## config.mk

```make
export PLATFORM = sky130hd
export DESIGN_NAME = scan_driver_flat
export DESIGN_NICKNAME = d
export VERILOG_FILES = /design/src/rtl/scan_driver_if.sv /design/src/rtl/scan_driver.sv /design/src/flat_wrapper.sv
export SDC_FILE = /design/constraint.sdc
export NUM_CORES = 1
export LEC_CHECK = 0
export ABC_AREA = 0
export BUFFER_PORTS_ARGS = -buffer_cell sky130_fd_sc_hd__buf_2
export CORE_UTILIZATION = 35
export DETAILED_ROUTE_END_ITERATION = 10
export GPL_ROUTABILITY_DRIVEN = 0
export GPL_TIMING_DRIVEN = 1
export MAX_ROUTING_LAYER = met4
export PLACE_DENSITY = 0.64
export RECOVER_POWER = 50
export SLEW_MARGIN = 20
export SYNTH_ARGS = -nofsm -noshare
export SYNTH_HDL_FRONTEND = slang
export SYNTH_SLANG_ARGS = --single-unit
```

## constraint.sdc

```tcl
create_clock -name clk -period 10.3 [get_ports clk]
set_clock_uncertainty 0.2 [all_clocks]
set_input_delay 1.03 -clock clk [delete_from_list [all_inputs] [get_ports clk]]
set_output_delay 1.03 -clock clk [all_outputs]
set_load 0.03 [all_outputs]
```

## src/rtl/scan_driver_if.sv

```systemverilog
// scan_driver_if
//   Host-side command/response channel of the scan chain sequencer.
//   master : the host (offers commands, accepts responses)
//   slave  : scan_driver (accepts commands, offers responses)
//   cmd_valid/cmd_ready  command handshake
//   cmd_op               bit0 = capture before shifting, bit1 = update after
//   cmd_len              number of bits to shift
//   cmd_wdata            bits to shift in, LSB first
//   rsp_valid/rsp_ready  response handshake
//   rsp_rdata            bits shifted out, LSB first
interface scan_driver_if #(
  parameter int CHAIN_MAX = 64,
  parameter int LEN_W     = $clog2(CHAIN_MAX + 1)
);
  logic                 cmd_valid;
  logic                 cmd_ready;
  logic [1:0]           cmd_op;
  logic [LEN_W-1:0]     cmd_len;
  logic [CHAIN_MAX-1:0] cmd_wdata;
  logic                 rsp_valid;
  logic                 rsp_ready;
  logic [CHAIN_MAX-1:0] rsp_rdata;

  modport master (
    output cmd_valid, cmd_op, cmd_len, cmd_wdata, rsp_ready,
    input  cmd_ready, rsp_valid, rsp_rdata
  );

  modport slave (
    input  cmd_valid, cmd_op, cmd_len, cmd_wdata, rsp_ready,
    output cmd_ready, rsp_valid, rsp_rdata
  );
endinterface

```

## src/rtl/scan_driver.sv

```systemverilog
// scan_driver
//   Turns one word-wide command into an optional capture (load_chain),
//   len two-phase shift slots and an optional update (load_chip), then
//   returns the shifted-out bits as one response word.
// Ports:
//   clk, reset        clock, asynchronous active-high reset
//   host              command/response channel (scan_driver_if.slave)
//   scan_phi          master latch enable
//   scan_phi_bar      slave latch enable
//   scan_data_in      serial data to the chain
//   scan_data_out     serial data from the chain (slave bit 0)
//   scan_load_chain   parallel capture into the chain
//   scan_load_chip    parallel update from the chain into chip registers
module scan_driver #(
  parameter int CHAIN_MAX = 64,
  parameter int LEN_W     = $clog2(CHAIN_MAX + 1),
  parameter int PHASE_CYC = 2,
  parameter int GAP_CYC   = 1
) (
  input  logic         clk,
  input  logic         reset,
  scan_driver_if.slave host,
  output logic         scan_phi,
  output logic         scan_phi_bar,
  output logic         scan_data_in,
  input  logic         scan_data_out,
  output logic         scan_load_chain,
  output logic         scan_load_chip
);

  localparam int G        = GAP_CYC;
  localparam int P        = PHASE_CYC;
  localparam int CAP_CYC  = 3 * G + 2 * P;
  localparam int SLOT_CYC = 2 * G + 2 * P;
  localparam int UPD_CYC  = P + G;
  localparam int CYC_W    = $clog2(CAP_CYC);
  localparam int IDX_W    = (CHAIN_MAX > 1) ? $clog2(CHAIN_MAX) : 1;

  typedef enum logic [2:0] {IDLE, CAPTURE, SHIFT, TAIL, UPDATE, RESP} state_t;

  state_t               state_q, state_n;
  logic [CYC_W-1:0]     cyc_q, cyc_n, cyc_inc;
  logic [IDX_W-1:0]     idx_q, idx_n, last_q, last_n;
  logic                 len_zero_q, len_zero_n;
  logic                 upd_q, upd_n;
  logic [CHAIN_MAX-1:0] wdata_q, wdata_n;
  logic [CHAIN_MAX-1:0] rdata_q, rdata_n;
  logic [LEN_W-1:0]     len_c;
  logic                 cmd_ready_q;
  logic                 rsp_valid_q;

  logic phase_state, phi_n, phi_bar_n, data_in_n, load_chain_n, load_chip_n;

  assign host.cmd_ready = cmd_ready_q;
  assign host.rsp_valid = rsp_valid_q;
  assign host.rsp_rdata = rdata_q;

  // State, counters, data words and every pad output are registered here;
  // outputs are decoded from the next state so they line up with it.
  always_ff @(posedge clk or posedge reset) begin
    if (reset) begin
      state_q         <= IDLE;
      cyc_q           <= '0;
      idx_q           <= '0;
      last_q          <= '0;
      len_zero_q      <= 1'b0;
      upd_q           <= 1'b0;
      wdata_q         <= '0;
      rdata_q         <= '0;
      cmd_ready_q     <= 1'b0;
      rsp_valid_q     <= 1'b0;
      scan_phi        <= 1'b0;
      scan_phi_bar    <= 1'b0;
      scan_data_in    <= 1'b0;
      scan_load_chain <= 1'b0;
      scan_load_chip  <= 1'b0;
    end else begin
      state_q         <= state_n;
      cyc_q           <= cyc_n;
      idx_q           <= idx_n;
      last_q          <= last_n;
      len_zero_q      <= len_zero_n;
      upd_q           <= upd_n;
      wdata_q         <= wdata_n;
      rdata_q         <= rdata_n;
      cmd_ready_q     <= (state_n == IDLE);
      rsp_valid_q     <= (state_n == RESP);
      scan_phi        <= phi_n;
      scan_phi_bar    <= phi_bar_n;
      scan_data_in    <= data_in_n;
      scan_load_chain <= load_chain_n;
      scan_load_chip  <= load_chip_n;
    end
  end

  // Next-state logic. cyc counts cycles inside the current state (or the
  // current shift slot); idx is the bit being shifted in SHIFT.
  always_comb begin
    state_n    = state_q;
    cyc_n      = cyc_q;
    idx_n      = idx_q;
    last_n     = last_q;
    len_zero_n = len_zero_q;
    upd_n      = upd_q;
    wdata_n    = wdata_q;
    rdata_n    = rdata_q;
    cyc_inc    = cyc_q + CYC_W'(1);
    len_c      = (host.cmd_len > LEN_W'(CHAIN_MAX)) ? LEN_W'(CHAIN_MAX) : host.cmd_len;

    case (state_q)
      IDLE: begin
        // cmd_ready is a register, so it also gates acceptance right after reset
        if (host.cmd_valid && cmd_ready_q) begin
          upd_n      = host.cmd_op[1];
          wdata_n    = host.cmd_wdata;
          len_zero_n = (len_c == '0);
          last_n     = IDX_W'(len_c - LEN_W'(1));
          rdata_n    = '0;
          cyc_n      = '0;
          idx_n      = '0;
          if (host.cmd_op[0])
            state_n = CAPTURE;
          else if (len_c == '0)
            state_n = TAIL;
          else
            state_n = SHIFT;
        end
      end
      CAPTURE: begin
        if (cyc_q == CYC_W'(CAP_CYC - 1)) begin
          cyc_n   = '0;
          state_n = len_zero_q ? TAIL : SHIFT;
        end else begin
          cyc_n = cyc_inc;
        end
      end
      SHIFT: begin
        // chain output is stable here: previous phi_bar is over, next phi not yet started
        if (cyc_q == CYC_W'(G - 1))
          rdata_n[idx_q] = scan_data_out;
        if (cyc_q == CYC_W'(SLOT_CYC - 1)) begin
          cyc_n = '0;
          if (idx_q == last_q)
            state_n = TAIL;
          else
            idx_n = idx_q + IDX_W'(1);
        end else begin
          cyc_n = cyc_inc;
        end
      end
      TAIL: begin
        if (cyc_q == CYC_W'(G - 1)) begin
          cyc_n   = '0;
          state_n = upd_q ? UPDATE : RESP;
        end else begin
          cyc_n = cyc_inc;
        end
      end
      UPDATE: begin
        if (cyc_q == CYC_W'(UPD_CYC - 1)) begin
          cyc_n   = '0;
          state_n = RESP;
        end else begin
          cyc_n = cyc_inc;
        end
      end
      RESP: begin
        if (host.rsp_ready)
          state_n = IDLE;
      end
      default: state_n = IDLE;
    endcase

    // Phase windows inside a capture sequence or a shift slot: gap, phi, gap, phi_bar
    phase_state  = (state_n == CAPTURE) || (state_n == SHIFT);
    phi_n        = phase_state && (cyc_n >= CYC_W'(G)) && (cyc_n < CYC_W'(G + P));
    phi_bar_n    = phase_state && (cyc_n >= CYC_W'(2 * G + P)) && (cyc_n < CYC_W'(SLOT_CYC));
    data_in_n    = (state_n == SHIFT) ? wdata_n[idx_n] : 1'b0;
    load_chain_n = (state_n == CAPTURE);
    load_chip_n  = (state_n == UPDATE) && (cyc_n < CYC_W'(P));
  end

endmodule
```

## src/flat_wrapper.sv

```systemverilog
// flat-port wrapper written by rule: the top's interface ports become plain ports
module scan_driver_flat 
#(
  parameter int CHAIN_MAX = 64,
  parameter int LEN_W     = $clog2(CHAIN_MAX + 1),
  parameter int PHASE_CYC = 2,
  parameter int GAP_CYC   = 1
)
  (clk, reset, scan_phi, scan_phi_bar, scan_data_in, scan_data_out, scan_load_chain, scan_load_chip, host_cmd_valid, host_cmd_op, host_cmd_len, host_cmd_wdata, host_rsp_ready, host_cmd_ready, host_rsp_valid, host_rsp_rdata);
  scan_driver_if #(.CHAIN_MAX(CHAIN_MAX), .LEN_W(LEN_W)) host_i ();
  input  logic clk;
  input  logic reset;
  output logic scan_phi;
  output logic scan_phi_bar;
  output logic scan_data_in;
  input  logic scan_data_out;
  output logic scan_load_chain;
  output logic scan_load_chip;
  input wire logic [$bits(host_i.cmd_valid)-1:0] host_cmd_valid;
  input wire logic [$bits(host_i.cmd_op)-1:0] host_cmd_op;
  input wire logic [$bits(host_i.cmd_len)-1:0] host_cmd_len;
  input wire logic [$bits(host_i.cmd_wdata)-1:0] host_cmd_wdata;
  input wire logic [$bits(host_i.rsp_ready)-1:0] host_rsp_ready;
  output wire logic [$bits(host_i.cmd_ready)-1:0] host_cmd_ready;
  output wire logic [$bits(host_i.rsp_valid)-1:0] host_rsp_valid;
  output wire logic [$bits(host_i.rsp_rdata)-1:0] host_rsp_rdata;
  assign host_i.cmd_valid = host_cmd_valid;
  assign host_i.cmd_op = host_cmd_op;
  assign host_i.cmd_len = host_cmd_len;
  assign host_i.cmd_wdata = host_cmd_wdata;
  assign host_i.rsp_ready = host_rsp_ready;
  assign host_cmd_ready = host_i.cmd_ready;
  assign host_rsp_valid = host_i.rsp_valid;
  assign host_rsp_rdata = host_i.rsp_rdata;
  scan_driver #(.CHAIN_MAX(CHAIN_MAX), .LEN_W(LEN_W), .PHASE_CYC(PHASE_CYC), .GAP_CYC(GAP_CYC)) u_core (.clk(clk), .reset(reset), .host(host_i), .scan_phi(scan_phi), .scan_phi_bar(scan_phi_bar), .scan_data_in(scan_data_in), .scan_data_out(scan_data_out), .scan_load_chain(scan_load_chain), .scan_load_chip(scan_load_chip));
endmodule
```

---- Yosys cells after proc, flatten, opt, wreduce, memory -nomap -nowiden ----
Index checks and enable logic that the tools add are counted.
word-level totals
  register bits ........................... 155
  bits in latches ......................... 0
  RAM bits ................................ 0
  ROM bits ................................ 0
  output and inout port bits .............. 71
  logic and storage cells ................. 91
  memories ................................ 0
cells by class
  add/subtract/negate cells ............... 3
  $mul .................................... 0
  divide/modulo/power cells ............... 0
  magnitude comparators ................... 9
  eq/ne operators ......................... 15
  shifts and indexed selects .............. 0
  muxes and demuxes ....................... 34
  bitwise gates (word level) .............. 0
  reduce and logical (&&, ||, !) cells .... 15
operators with widths
  kind                 number
  $mux 64              4
  $pmux 64 s2          1
  $bwmux 64            1
  $mux 3               13
  $eq 3x3->1 const B   6
  $mux 6               3
  $pmux 3 s6           1
  $pmux 3 s5           1
  $lt 6x7->1 const B   2
  $eq 3x2->1 const B   4
  $pmux 6 s2           1
  $logic_not 3->1      3
  $gt 7x7->1 const B   1
  $logic_and 1x1->1    7
  $logic_not 7->1      1
  $mux 7               1
  $add 6x1->6 const B  1
  $bmux 1 s6           1
  $demux 1 s6          1
  $eq 3x1->1 const B   2
  $eq 6x6->1           1
  $ge 6x1->1 const B   1
  $lt 3x2->1 const B   2
  $mux 1               6
  other kinds (10)     11

---- Depth between registers and ports, before layout ----
  depth in word-level cells ............... 11
  depth in mapped cells ................... 12

---- Worst setup path after synthesis ----
Ideal clock, no wire load.
  path type ............................... input port to flip-flop
  start point ............................. input port host_cmd_valid
  end point ............................... register u_core.scan_data_in
  arrival ................................. 3.037 ns
  slack ................................... 6.943 ns
  cell stages on the path ................. 12
  path buffers ............................ 2
  cells stage by stage .................... a21oi_1 or3_4 nor2_4 buf_4 buf_2 mux2_2 mux2i_1 mux2i_1 o32ai_1 nand3b_1 mux2i_1 o211a_1
between the ends
  cells in the longest elaborated chain, start to end .. 6
  elaborated cells between the ends (all ways) .. 11
  those cells by class .................... eq/ne: 1; mux: 9; reduce/logical: 1
RTL lines
  element                       RTL line            text
  start, declared               flat_wrapper.sv:19  input wire logic [$bits(host_i.cmd_valid)-1:0] host_cmd_valid;
  $logic_and 1x1->1             scan_driver.sv:113  if (host.cmd_valid && cmd_ready_q) begin
  $mux 64                       scan_driver.sv:113
  $mux 64                       scan_driver.sv:110  case (state_q)
  named net u_core.wdata_n[22]  scan_driver.sv:46   logic [CHAIN_MAX-1:0] wdata_q, wdata_n;
  $bmux 1 s6                    scan_driver.sv:178  data_in_n = (state_n == SHIFT) ? wdata_n[idx_n] : 1'b0;
  $mux 1 (implied by the code)  scan_driver.sv:178
  $mux 1                        scan_driver.sv:178
  named net u_core.data_in_n    scan_driver.sv:52   logic phase_state, phi_n, phi_bar_n, data_in_n, load_chain_n, load_chip_n;
  end signal, assigned          scan_driver.sv:90   scan_data_in <= data_in_n;
  end, declared                 scan_driver.sv:25   output logic scan_data_in,
The timed path passes the listed nets, and every way through them passes these cells. The select of a mux whose other input is x is not followed.
A chain may end at the register's enable or synchronous reset.

---- Final worst setup path ----
Same ends and word-level chain as after synthesis.

==> reports/summary.txt <==
global-route wire length before repair -> 32.4 mm
slowest CP cell -> clkbuf_1
Crit Path Category -> in2reg
wire per inst -> 18.1 um
placed cell area -> 8450 um^2
CP max FO -> 78
syn avg cell area -> 10.6 um^2
Max clock buf depth -> 2
Hold Vio Cnt, Final -> 0
chip width -> 148 um
global route overflow -> 0
final WL -> 20.4 mm
Largest delay share family, worst path -> buffers and inverters
RSZ-0062 raised after global routing -> no
Hold Crit Start -> u_core.wdata_q[10]
worst skew pair latency -> 0.44 ns
# resized after CTS -> 0
RR Startpoint -> u_core.state_q[0]
hold path endpoint -> u_core.wdata_q[10]
final net count -> 921
Post-CTS Setup Repair Bufs -> 0
GRT Util Overall -> 0.196
clk slew on worst S/H paths -> 0.06 ns
root buffer cell -> clkbuf_16
register area -> 3880 um^2
Critical Path End Type -> flop
status -> finished, violations left
Post-synth EDFFs -> 0
htree depth -> 4
FILL cells -> 2050
Tmin final -> 5.97 ns
Final Slew Violations -> 159
Vias -> 6081
Hold Path Cell Cnt -> 1
CTS tree -> built
CP peak stage delay -> 2.73 ns
crit path buf inv count -> 2
CTS Hold Bufs -> 0
max-cap viol count -> 2
endpoints failing setup -> 0
FF-to-FF path depth -> 10
Hold Crit Class -> reg2reg
Fin Setup TNS -> 0 ns
die area -> 22000 um^2
layout cell share with drive strength beyond 1 -> 0.231
post-DR vias/cell -> 5.40
largest net degree at the start of global routing -> 80
die height -> 148 um
Final period util -> 0.580
top_reg_cell synth -> dfrtp_1
Worst Path Required -> 10.42 ns
most frequent cells in the layout -> dfrtp_1 (155), o21ai_0 (139), buf_2 (76)
# DRC -> 0
Async SR Flop Fraction -> 1.00
# rows -> 53
initial antenna violation count -> 1
Slew headroom -> -1.62
Ys Warns -> 0
reg2reg setup slack -> 4.49 ns
Mapped Area -> 7510 um^2
Syn Inst Count -> 705
DRT iter0 DRCs -> 545
sequential fraction of the synthesis area -> 0.517
worst path cell trace -> clkbuf_1, a21oi_1, or3_1, nor2_4, clkbuf_1, mux2_2, mux2i_1, nor2b_1, o32ai_1, nand3b_1, mux2i_1, o211a_1
Clock Sinks -> 155
leak pwr -> 3.99 nW
cell taking the most area after synthesis -> dfrtp_1
Critical Path Start Type -> primary input
Starting Density -> 0.357
final instance area -> 8930 um^2
Syn Nets -> 789
number of port buffers -> 148
Pwr Density -> 305 nW/um^2
vias in the first global route -> 5951
crit path DAT -> 6.09 ns
most common cell after layout, fill and taps aside -> dfrtp_1
ANT nets after route -> 0
multi-input logic area -> 3330 um^2
flops & latches, synth -> 155
worst vdd ir -> 0.183 mV
Peak Freq -> 0.167 GHz
Netlist cell types -> 55
IO Count -> 149
DRT Pass-1 Iters -> 5
CTS Buf Count -> 17
Worst R2R End -> u_core.scan_data_in
CP Launch Point -> host_cmd_valid
Core Region -> 21000 um^2
placed wire-length estimate -> 13.7 mm
dominant cells by area after synthesis -> dfrtp_1 (52%), mux2_2 (9.8%), o21ai_0 (9.3%)
synth-to-layout area growth -> 18.9%
failing checks -> capacitance limit, slew limit
actual slew at the worst max-slew pin -> 3.93 ns
Yosys top cell area share -> 0.517
## synth_stat cells (3+ instances only)
cell,number
nor3b_1,9
nor2_1,25
nand2b_1,4
buf_2,11
xnor2_1,4
a21o_1,3
o211ai_1,4
nand3b_1,5
xor2_1,7
nor3_1,10
clkbuf_1,23
a21oi_1,73
buf_1,6
dfrtp_1,155
or3_1,5
mux2i_1,44
and3_1,3
nand2_1,35
and2_1,5
nor2b_1,6
o21ai_0,139
inv_1,11
ha_1,6
a22oi_1,3
a31oi_1,5
o22ai_1,3
mux2_2,65
## worst max path at each step
stage | slack [ns] | cells after the start | end
after global placement | 6.10 | 12 | u_core.scan_data_in
after global routing | 3.72 | 12 | u_core.scan_data_in
after floorplan | 4.89 | 1 | u_core.cyc_q[0]
after detailed placement | 6.06 | 12 | u_core.scan_data_in
final | 4.33 | 12 | u_core.scan_data_in
after CTS | 6.53 | 12 | u_core.scan_data_in
## routing by layer
| metal | track usage | vias to the layer above | wire [um] |
|---|---|---|---|
| met5 | - | - | 0 |
| met4 | 0.0639 | 0 | 358 |
| met3 | 0.0494 | 30 | 1570 |
| met2 | 0.294 | 252 | 9340 |
| met1 | 0.258 | 2994 | 9150 |
| li1 | - | 2805 | - |
## sequential cells by signal (all words and copies together), names as in the netlist, 3 cells and up
register / count
u_core.cyc_q: 3
u_core.last_q: 6
u_core.idx_q: 6
u_core.state_q: 3
u_core.wdata_q: 64
u_core.host.rsp_rdata: 64
## report_power, final
group | internal, mW | leakage [nW] | switching [mW] | total (mW)
clock network | 0.363 | 0.289 | 0.273 | 0.636
registers | 0.785 | 1.99 | 0.0839 | 0.869
logic | 0.532 | 1.71 | 0.686 | 1.22
total | 1.68 | 3.99 | 1.04 | 2.72
## logic make-up after synthesis
family	after synthesis	share of synthesized area
simple gates	117	0.0820
mux	109	0.156
flops	155	0.517
fa+ha+maj	6	0.0100
buf+inv	59	0.0387
compound gates	248	0.184
xor+xnor	11	0.0128
## stage by stage
step / power [mW] / cells / hold WS, ns / setup slack, ns / util
floorplan: 1.83 / 705 / 0.251 / 4.89 / -
global placement: 2.06 / 1093 / 0.278 / 6.10 / 0.402
detailed placement: 2.08 / 1093 / 0.284 / 6.06 / 0.402
CTS: 2.73 / 1125 / 0.299 / 6.53 / 0.430
global route: 2.91 / 1126 / 0.307 / 3.72 / 0.425
finish: 2.72 / 1126 / 0.295 / 4.33 / 0.425
## layout make-up
class | count | area share
clock buffer | 18 | 0.0481
multi-input combinational | 491 | 0.373
inverter | 13 | 0.00561
antenna | 1 | 0.000280
clock inverter | 14 | 0.0181
timing repair buffer | 159 | 0.0817
sequential | 155 | 0.435
tap | 275 | 0.0385
No activity file was read; power rests on OpenSTA's default activity.
